--- config.mk ---
export PLATFORM = sky130hd
export DESIGN_NAME = prog_ctr_unit_flat
export DESIGN_NICKNAME = d
export VERILOG_FILES = /design/src/rtl/prog_ctr_unit_if.sv /design/src/rtl/prog_ctr_unit.sv /design/src/flat_wrapper.sv
export SDC_FILE = /design/constraint.sdc
export NUM_CORES = 1
export LEC_CHECK = 0
export CAP_MARGIN = 25
export CORE_MARGIN = 8
export CORE_UTILIZATION = 41
export DETAILED_ROUTE_END_ITERATION = 8
export PLACE_DENSITY = 0.76
export SYNTH_ARGS = -nofsm -noshare
export SYNTH_HDL_FRONTEND = slang
export SYNTH_SLANG_ARGS = --single-unit
--- constraint.sdc ---
create_clock -name Clk -period 2.1 [get_ports Clk]
set_clock_uncertainty 0.1 [all_clocks]
set_input_delay 0.42 -clock Clk [delete_from_list [all_inputs] [get_ports Clk]]
set_output_delay 0.42 -clock Clk [all_outputs]
set_load 0.02 [all_outputs]
--- src/rtl/prog_ctr_unit_if.sv ---
// Signal bundle between the control decoder / ALU flag and the program-counter unit.
// The master side drives control and observes the PC; the unit itself is the slave.
interface prog_ctr_unit_if #(
   parameter int PC_W  = 10,
   parameter int OFF_W = 6,
   parameter int SEL_W = 2
);
   logic                    Start;
   logic [SEL_W-1:0]        ProgSel;
   logic                    BranchEn;
   logic                    ALU_flag;
   logic                    BranchAbs;
   logic signed [OFF_W-1:0] Target;
   logic [PC_W-1:0]         AbsTarget;
   logic                    Call;
   logic                    Ret;
   logic [PC_W-1:0]         ProgCtr;
   logic                    RasEmpty;
   logic                    RasFull;
   logic                    Fault;

   modport master (
      output Start, ProgSel, BranchEn, ALU_flag, BranchAbs, Target, AbsTarget, Call, Ret,
      input  ProgCtr, RasEmpty, RasFull, Fault
   );

   modport slave (
      input  Start, ProgSel, BranchEn, ALU_flag, BranchAbs, Target, AbsTarget, Call, Ret,
      output ProgCtr, RasEmpty, RasFull, Fault
   );
endinterface

--- src/rtl/prog_ctr_unit.sv ---
// Fetch-stage program counter with start vectors, absolute/relative branches and an
// optional return-address stack for Call/Ret, built only when PCU_RAS_EN is defined.
module prog_ctr_unit #(
   parameter int                          PC_W      = 10,
   parameter int                          OFF_W     = 6,
   parameter int                          NUM_PROGS = 3,
   parameter logic [NUM_PROGS*PC_W-1:0]   PROG_BASE = 30'h1002_0000,
   parameter int                          RAS_DEPTH = 4
) (
   input  logic           Clk,
   input  logic           Reset,
   prog_ctr_unit_if.slave pcu
);
   localparam int SEL_W = (NUM_PROGS > 1) ? $clog2(NUM_PROGS) : 1;

   if (PC_W < OFF_W) begin : g_bad_off_w
      $error("prog_ctr_unit: OFF_W must not exceed PC_W");
   end
   if (RAS_DEPTH < 1) begin : g_bad_ras_depth
      $error("prog_ctr_unit: RAS_DEPTH must be at least 1");
   end
   if (NUM_PROGS < 1) begin : g_bad_num_progs
      $error("prog_ctr_unit: NUM_PROGS must be at least 1");
   end

   // Out-of-range selects fall back to slot 0, which is also the reset vector.
   function automatic logic [PC_W-1:0] start_vec(input logic [SEL_W-1:0] sel);
      logic [PC_W-1:0] v;
      v = PROG_BASE[PC_W-1:0];
      for (int i = 1; i < NUM_PROGS; i++) begin
         if (sel == SEL_W'(i)) v = PROG_BASE[i*PC_W +: PC_W];
      end
      return v;
   endfunction

   function automatic logic [PC_W-1:0] sext_off(input logic signed [OFF_W-1:0] off);
      logic signed [PC_W-1:0] ext;
      ext = PC_W'(off);
      return ext;
   endfunction

   logic [PC_W-1:0] pc_q;
   logic [PC_W-1:0] pc_d;
   logic [PC_W-1:0] pc_inc;
   logic [PC_W-1:0] jump_tgt;
   logic            branch_taken;

   assign pc_inc       = pc_q + PC_W'(1);
   assign jump_tgt     = pcu.BranchAbs ? pcu.AbsTarget : pc_q + sext_off(pcu.Target);
   assign branch_taken = pcu.BranchEn && pcu.ALU_flag;

`ifdef PCU_RAS_EN
   localparam int CNT_W = $clog2(RAS_DEPTH + 1);
   localparam int PTR_W = (RAS_DEPTH > 1) ? $clog2(RAS_DEPTH) : 1;

   logic [PC_W-1:0]  ras_q [RAS_DEPTH];
   logic [CNT_W-1:0] cnt_q;
   logic [CNT_W-1:0] cnt_d;
   logic             fault_q;
   logic             fault_d;
   logic             push_en;
   logic             ras_empty;
   logic             ras_full;
   logic [PTR_W-1:0] push_idx;
   logic [PTR_W-1:0] top_idx;

   assign ras_empty = (cnt_q == '0);
   assign ras_full  = (cnt_q == CNT_W'(RAS_DEPTH));
   assign push_idx  = PTR_W'(cnt_q);
   assign top_idx   = PTR_W'(cnt_q - CNT_W'(1));

   always_comb begin
      pc_d    = pc_inc;
      cnt_d   = cnt_q;
      fault_d = fault_q;
      push_en = 1'b0;
      if (pcu.Start) begin
         pc_d    = start_vec(pcu.ProgSel);
         cnt_d   = '0;
         fault_d = 1'b0;
      end else if (pcu.Ret) begin
         // Underflow still advances sequentially so fetch never stalls.
         if (ras_empty) begin
            fault_d = 1'b1;
         end else begin
            pc_d  = ras_q[top_idx];
            cnt_d = cnt_q - CNT_W'(1);
         end
      end else if (pcu.Call) begin
         pc_d = jump_tgt;
         if (ras_full) begin
            fault_d = 1'b1;
         end else begin
            push_en = 1'b1;
            cnt_d   = cnt_q + CNT_W'(1);
         end
      end else if (branch_taken) begin
         pc_d = jump_tgt;
      end
   end

   always_ff @(posedge Clk or posedge Reset) begin
      if (Reset) begin
         pc_q    <= PROG_BASE[PC_W-1:0];
         cnt_q   <= '0;
         fault_q <= 1'b0;
      end else begin
         pc_q    <= pc_d;
         cnt_q   <= cnt_d;
         fault_q <= fault_d;
      end
   end

   // Stack storage carries no reset; entries above the count are never read.
   always_ff @(posedge Clk) begin
      if (push_en) ras_q[push_idx] <= pc_inc;
   end

   assign pcu.RasEmpty = ras_empty;
   assign pcu.RasFull  = ras_full;
   assign pcu.Fault    = fault_q;
`else
   always_comb begin
      pc_d = pc_inc;
      if (pcu.Start) begin
         pc_d = start_vec(pcu.ProgSel);
      end else if (pcu.Ret) begin
         pc_d = pc_inc;
      end else if (pcu.Call || branch_taken) begin
         pc_d = jump_tgt;
      end
   end

   always_ff @(posedge Clk or posedge Reset) begin
      if (Reset) pc_q <= PROG_BASE[PC_W-1:0];
      else       pc_q <= pc_d;
   end

   assign pcu.RasEmpty = 1'b1;
   assign pcu.RasFull  = 1'b0;
   assign pcu.Fault    = 1'b0;
`endif

   assign pcu.ProgCtr = pc_q;
endmodule

--- src/flat_wrapper.sv ---
// flat-port wrapper written by rule: the top's interface ports become plain ports
module prog_ctr_unit_flat 
#(
   parameter int                          PC_W      = 10,
   parameter int                          OFF_W     = 6,
   parameter int                          NUM_PROGS = 3,
   parameter logic [NUM_PROGS*PC_W-1:0]   PROG_BASE = 30'h1002_0000,
   parameter int                          RAS_DEPTH = 4
)
  (Clk, Reset, pcu_Start, pcu_ProgSel, pcu_BranchEn, pcu_ALU_flag, pcu_BranchAbs, pcu_Target, pcu_AbsTarget, pcu_Call, pcu_Ret, pcu_ProgCtr, pcu_RasEmpty, pcu_RasFull, pcu_Fault);
  prog_ctr_unit_if #(.PC_W(PC_W), .OFF_W(OFF_W), .SEL_W(2)) pcu_i ();
  input  logic Clk;
  input  logic Reset;
  input wire logic [$bits(pcu_i.Start)-1:0] pcu_Start;
  input wire logic [$bits(pcu_i.ProgSel)-1:0] pcu_ProgSel;
  input wire logic [$bits(pcu_i.BranchEn)-1:0] pcu_BranchEn;
  input wire logic [$bits(pcu_i.ALU_flag)-1:0] pcu_ALU_flag;
  input wire logic [$bits(pcu_i.BranchAbs)-1:0] pcu_BranchAbs;
  input wire logic [$bits(pcu_i.Target)-1:0] pcu_Target;
  input wire logic [$bits(pcu_i.AbsTarget)-1:0] pcu_AbsTarget;
  input wire logic [$bits(pcu_i.Call)-1:0] pcu_Call;
  input wire logic [$bits(pcu_i.Ret)-1:0] pcu_Ret;
  output wire logic [$bits(pcu_i.ProgCtr)-1:0] pcu_ProgCtr;
  output wire logic [$bits(pcu_i.RasEmpty)-1:0] pcu_RasEmpty;
  output wire logic [$bits(pcu_i.RasFull)-1:0] pcu_RasFull;
  output wire logic [$bits(pcu_i.Fault)-1:0] pcu_Fault;
  assign pcu_i.Start = pcu_Start;
  assign pcu_i.ProgSel = pcu_ProgSel;
  assign pcu_i.BranchEn = pcu_BranchEn;
  assign pcu_i.ALU_flag = pcu_ALU_flag;
  assign pcu_i.BranchAbs = pcu_BranchAbs;
  assign pcu_i.Target = pcu_Target;
  assign pcu_i.AbsTarget = pcu_AbsTarget;
  assign pcu_i.Call = pcu_Call;
  assign pcu_i.Ret = pcu_Ret;
  assign pcu_ProgCtr = pcu_i.ProgCtr;
  assign pcu_RasEmpty = pcu_i.RasEmpty;
  assign pcu_RasFull = pcu_i.RasFull;
  assign pcu_Fault = pcu_i.Fault;
  prog_ctr_unit #(.PC_W(PC_W), .OFF_W(OFF_W), .NUM_PROGS(NUM_PROGS), .PROG_BASE(PROG_BASE), .RAS_DEPTH(RAS_DEPTH)) u_core (.Clk(Clk), .Reset(Reset), .pcu(pcu_i));
endmodule
# Word-level counts from Yosys, hierarchy flattened
# Index checks and enable logic that the tools add are counted.
# op_classes
add_sub_neg	2
n_eq_ne	2
n_reduce_logical	2
mux	6
# op_table
op	n
$mux W10	4
$add A10 B1 Y10 const B	1
$add A10 B10 Y10	1
$mux W9	1
$mux W8	1
$eq A2 B1 Y1 const B	1
$eq A2 B2 Y1 const B	1
$logic_and A1 B1 Y1	1
$logic_or A1 B1 Y1	1
# totals
output_inout_bits	13
inputBits	26
ff_bits	10
wordCells	13

# Logic depth before layout (Yosys ltp)
# depth
depth_word	5
mapped_depth	8
depth_no_buf	8

# Worst setup path after synthesis
# OpenSTA, ideal clock, no wires.
# synth_path
kind	register -> register
startpoint	reg u_core.pc_q[0] (netlist: u_core.pcu.ProgCtr[0])
endpoint	reg u_core.pc_q[6] (netlist: u_core.pcu.ProgCtr[6])
path_slack_ns	-0.192
path_stages_with_launch	9
n_path_buf	0
period_less_slack_ns	2.292
arrival_time_ns	2.106
required_time_ns	1.913
setup_time_ns	0.087
cell_sequence	dfrtp_1 > ha_1 > inv_1 > fa_1 > nor2b_4 > o31a_1 > or4b_1 > a31o_1 > a211oi_2
# synth_via
elab_chain_cells	5
word_cells_on_any_way	6
classes_between	add/sub: 2; mux: 4
# synth_rtl
item	line	source
start: declaration	prog_ctr_unit.sv:42	logic [PC_W-1:0] pc_q;
start signal: assignment	prog_ctr_unit.sv:135	if (Reset) pc_q <= PROG_BASE[PC_W-1:0];
start signal: assignment	prog_ctr_unit.sv:136	else pc_q <= pc_d;
$add A10 B10 Y10	prog_ctr_unit.sv:49	assign jump_tgt = pcu.BranchAbs ? pcu.AbsTarget : pc_q + sext_off(pcu.Target);
$mux W10	prog_ctr_unit.sv:49	
$mux W10	prog_ctr_unit.sv:129	end else if (pcu.Call || branch_taken) begin
$mux W10 *	prog_ctr_unit.sv:127	end else if (pcu.Ret) begin
$mux W10 *	prog_ctr_unit.sv:125	if (pcu.Start) begin
named net u_core.pc_d[6]	prog_ctr_unit.sv:43	logic [PC_W-1:0] pc_d;
# Mark *: on every way through the listed nets, which the timed path passes. The rest lies on a longest branch.

# Worst setup path in the final report
# Ends and elaborated chain as after synthesis.

==> flow_metrics.tcl <==
set metrics [dict create \
    grt_first_pass_wirelength_mm 6.56 \
    power_frac_clock 0.200 \
    synth.distinct_cells 46 \
    seqCellArea_um2 253 \
    areaGrowthSynthToFinish_pct 58.9 \
    antennaDiodeCount 0 \
    grt-ovfl-total 0 \
    die_w_um 69.1 \
    viasPerCell 5.50 \
    wl_per_cell_um 16.7 \
    critical_path_arrival_ps 2260 \
    endpoint_kind "register" \
    most-common-layout-cells "31 x clkdlybuf4s50_1, 26 x buf_4, 10 x nor2_1, 9 x a21oi_1, 9 x nand2_1" \
    clock_path_buffers 2 \
    critical_path.max_fanout 2 \
    ys_warn_count 0 \
    ff2ff_setup_slack_ps -60 \
    cpMaxStageDelayCell "or4b_1" \
    hold_slack_ps 341 \
    synthCells 139 \
    worst_setup_path_start_kind "register" \
    setup_violations 2 \
    required_ps 2200 \
    h-tree-depth 1 \
    grt_use_total 0.162 \
    cts.clk_slew.worst_paths_ps 80 \
    numCtsBuffers 3 \
    final_common_cell "clkdlybuf4s50_1" \
    wirelength_mm 3.83 \
    multi_input_area_um2 928 \
    clock-root-buffer "clkbuf_4" \
    clkSinkCount 10 \
    async_flop_share 1.00 \
    synth-main-ff-cell "dfrtp_1" \
    dr_total_vias 1259 \
    rows 19 \
    hp-class "in -> async" \
    cts_tree "yes" \
    syn-cell-area_um2 1160 \
    synth_edf_count 0 \
    syn_area_per_cell_um2 8.33 \
    die_h_um 69.1 \
    power_frac_seq 0.257 \
    slew_viol_final 0 \
    vdd_drop_max_mv 0.342 \
    violations "negative setup slack" \
    largest_register_ffs 10 \
    nets 236 \
    drc 0 \
    setup_ws_ps -61.5 \
    fp.coreArea_um2 2710 \
    max_stage_delay_ps 470 \
    antenna_found_initial 0 \
    swShare 0.364 \
    crit_chain "ha_4, inv_2, fa_2, nor2b_4, o31a_1, or4b_1, a31o_1, a211oi_2" \
    hold_viol 0 \
    dp_slack_ps -588 \
    period_share 1.03 \
    synth_seq_area_share 0.216 \
    drive_gt1_frac 0.268 \
    first_pass_iters 4 \
    io_buffers 35 \
    drt_iter0_drc 54 \
    combPwrFrac 0.542 \
    grt_max_degree 15 \
    p_int_w 0.000585 \
    r2r-start "u_core.pcu.ProgCtr[0]" \
    power.switching_w 0.000334 \
    die_area_um2 4780 \
    ff2ff_path_depth 8 \
    p_leak_nw 0.795 \
    gp_congestion 0.810 \
    status "complete, but fails checks" \
    clkLatencyLatePin_ps 270 \
    power_density_nw_per_um2 500 \
    grt_pass1_vias 1369 \
    synth_seq_cells 10 \
    layout_min_cycle_time_ps 2160 \
    fmax_ghz 0.463 \
    num_io_pins 39 \
    path_class "reg -> reg" \
    detail-route-antenna-nets 0 \
    r2r_end "u_core.pcu.ProgCtr[6]" \
    hpwlAfterDp_mm 3.02 \
    fill_cells 234 \
    initial_core_util 0.427 \
    drv_cap 0 \
    rsz0062_at_grt "true" \
    cts_hold_buf 0 \
]
==> power by group through the flow <==
stage | clock, W | sequential [W] | combinational, W
4_1_cts | 0.000186 | 0.000236 | 0.000486
3_3_place_gp | 0 | 0.000237 | 0.000443
5_1_grt | 0.000198 | 0.000240 | 0.000543
2_1_floorplan | 0 | 0.000266 | 0.000227
6_report | 0.000184 | 0.000237 | 0.000499
3_5_place_dp | 0 | 0.000238 | 0.000457
==> layer usage <==
layer  GRT usage  vias up  wire [um]
met5           0        -          0
met4      0.0501        0         59
met3      0.0401        6        248
met2       0.277       47       1880
met1       0.192      583       1640
li1            -      623          -
==> stage by stage <==
| step | setup TNS, ps | std cells | power, W | area [um^2] | util |
|---|---|---|---|---|---|
| 2_1_floorplan | -123 | 140 | 0.000493 | 1180 | - |
| 3_3_place_gp | -2650 | 224 | 0.000680 | 1720 | 0.635 |
| 3_5_place_dp | -3110 | 224 | 0.000695 | 1720 | 0.635 |
| 4_1_cts | -59.2 | 229 | 0.000908 | 1820 | 0.670 |
| 5_1_grt | -220 | 229 | 0.000981 | 1840 | 0.679 |
| 6_report | -74.2 | 229 | 0.000920 | 1840 | 0.679 |
==> repair_timing <==
action | in CTS | in global routing
setup buffers | 1 | 0
endpoints found under the setup margin | 5 | 5
pin swaps | 3 | 2
gates resized for setup | 14 | 7
==> worst max-delay path by stage <==
stage | end | depth (start not counted) | start
2_1_floorplan | u_core.pcu.ProgCtr[6] | 8 | u_core.pcu.ProgCtr[0]
3_3_place_gp | u_core.pcu.ProgCtr[6] | 9 | pcu_Target[0]
3_5_place_dp | u_core.pcu.ProgCtr[6] | 9 | pcu_Target[0]
4_1_cts | u_core.pcu.ProgCtr[6] | 8 | u_core.pcu.ProgCtr[0]
5_1_grt | u_core.pcu.ProgCtr[6] | 8 | u_core.pcu.ProgCtr[0]
6_report | u_core.pcu.ProgCtr[6] | 8 | u_core.pcu.ProgCtr[0]
==> area by class of cell <==
| class | count | share of cell area |
|---|---|---|
| Clock buffer | 4 | 0.0197 |
| Inverter | 6 | 0.0122 |
| Multi-Input combinational cell | 116 | 0.505 |
| Sequential cell | 10 | 0.137 |
| Tap cell | 31 | 0.0211 |
| Timing Repair Buffer | 62 | 0.305 |
==> logic make-up (layout without fill, tap and decap cells) <==
kind of cell    Yosys count  after routing  share of synthesized area
buf+inv                  14             72                     0.0713
flops                    10             10                      0.216
mux                       3              3                     0.0259
fa+ha+maj                11             11                      0.125
xor+xnor                 13             13                     0.0984
other cells               2              3                    0.00649
simple gates             45             45                      0.211
compound gates           41             41                      0.245
==> critical path, delay by kind of cell, from the launching register on <==
kind            cells  cell delay (ps)
compound gates      3              600
fa+ha+maj           2              390
buf+inv             1               50
flops               1              430
simple gates        2              520
==> Yosys cell counts (4+ instances only) <==
cell	instances	area, um^2
o21ai_0	7	35.0
buf_4	5	37.5
inv_1	6	22.5
a21oi_1	9	45.0
nand3_1	4	20.0
ha_1	10	125
xor2_1	7	61.3
nor2_1	10	37.5
o21a_1	4	30.0
xnor2_1	6	52.6
nand2_1	9	33.8
dfrtp_1	10	250
a211oi_1	5	37.5
nor3_1	5	25.0
No activity file was read; power rests on OpenSTA's default activity.
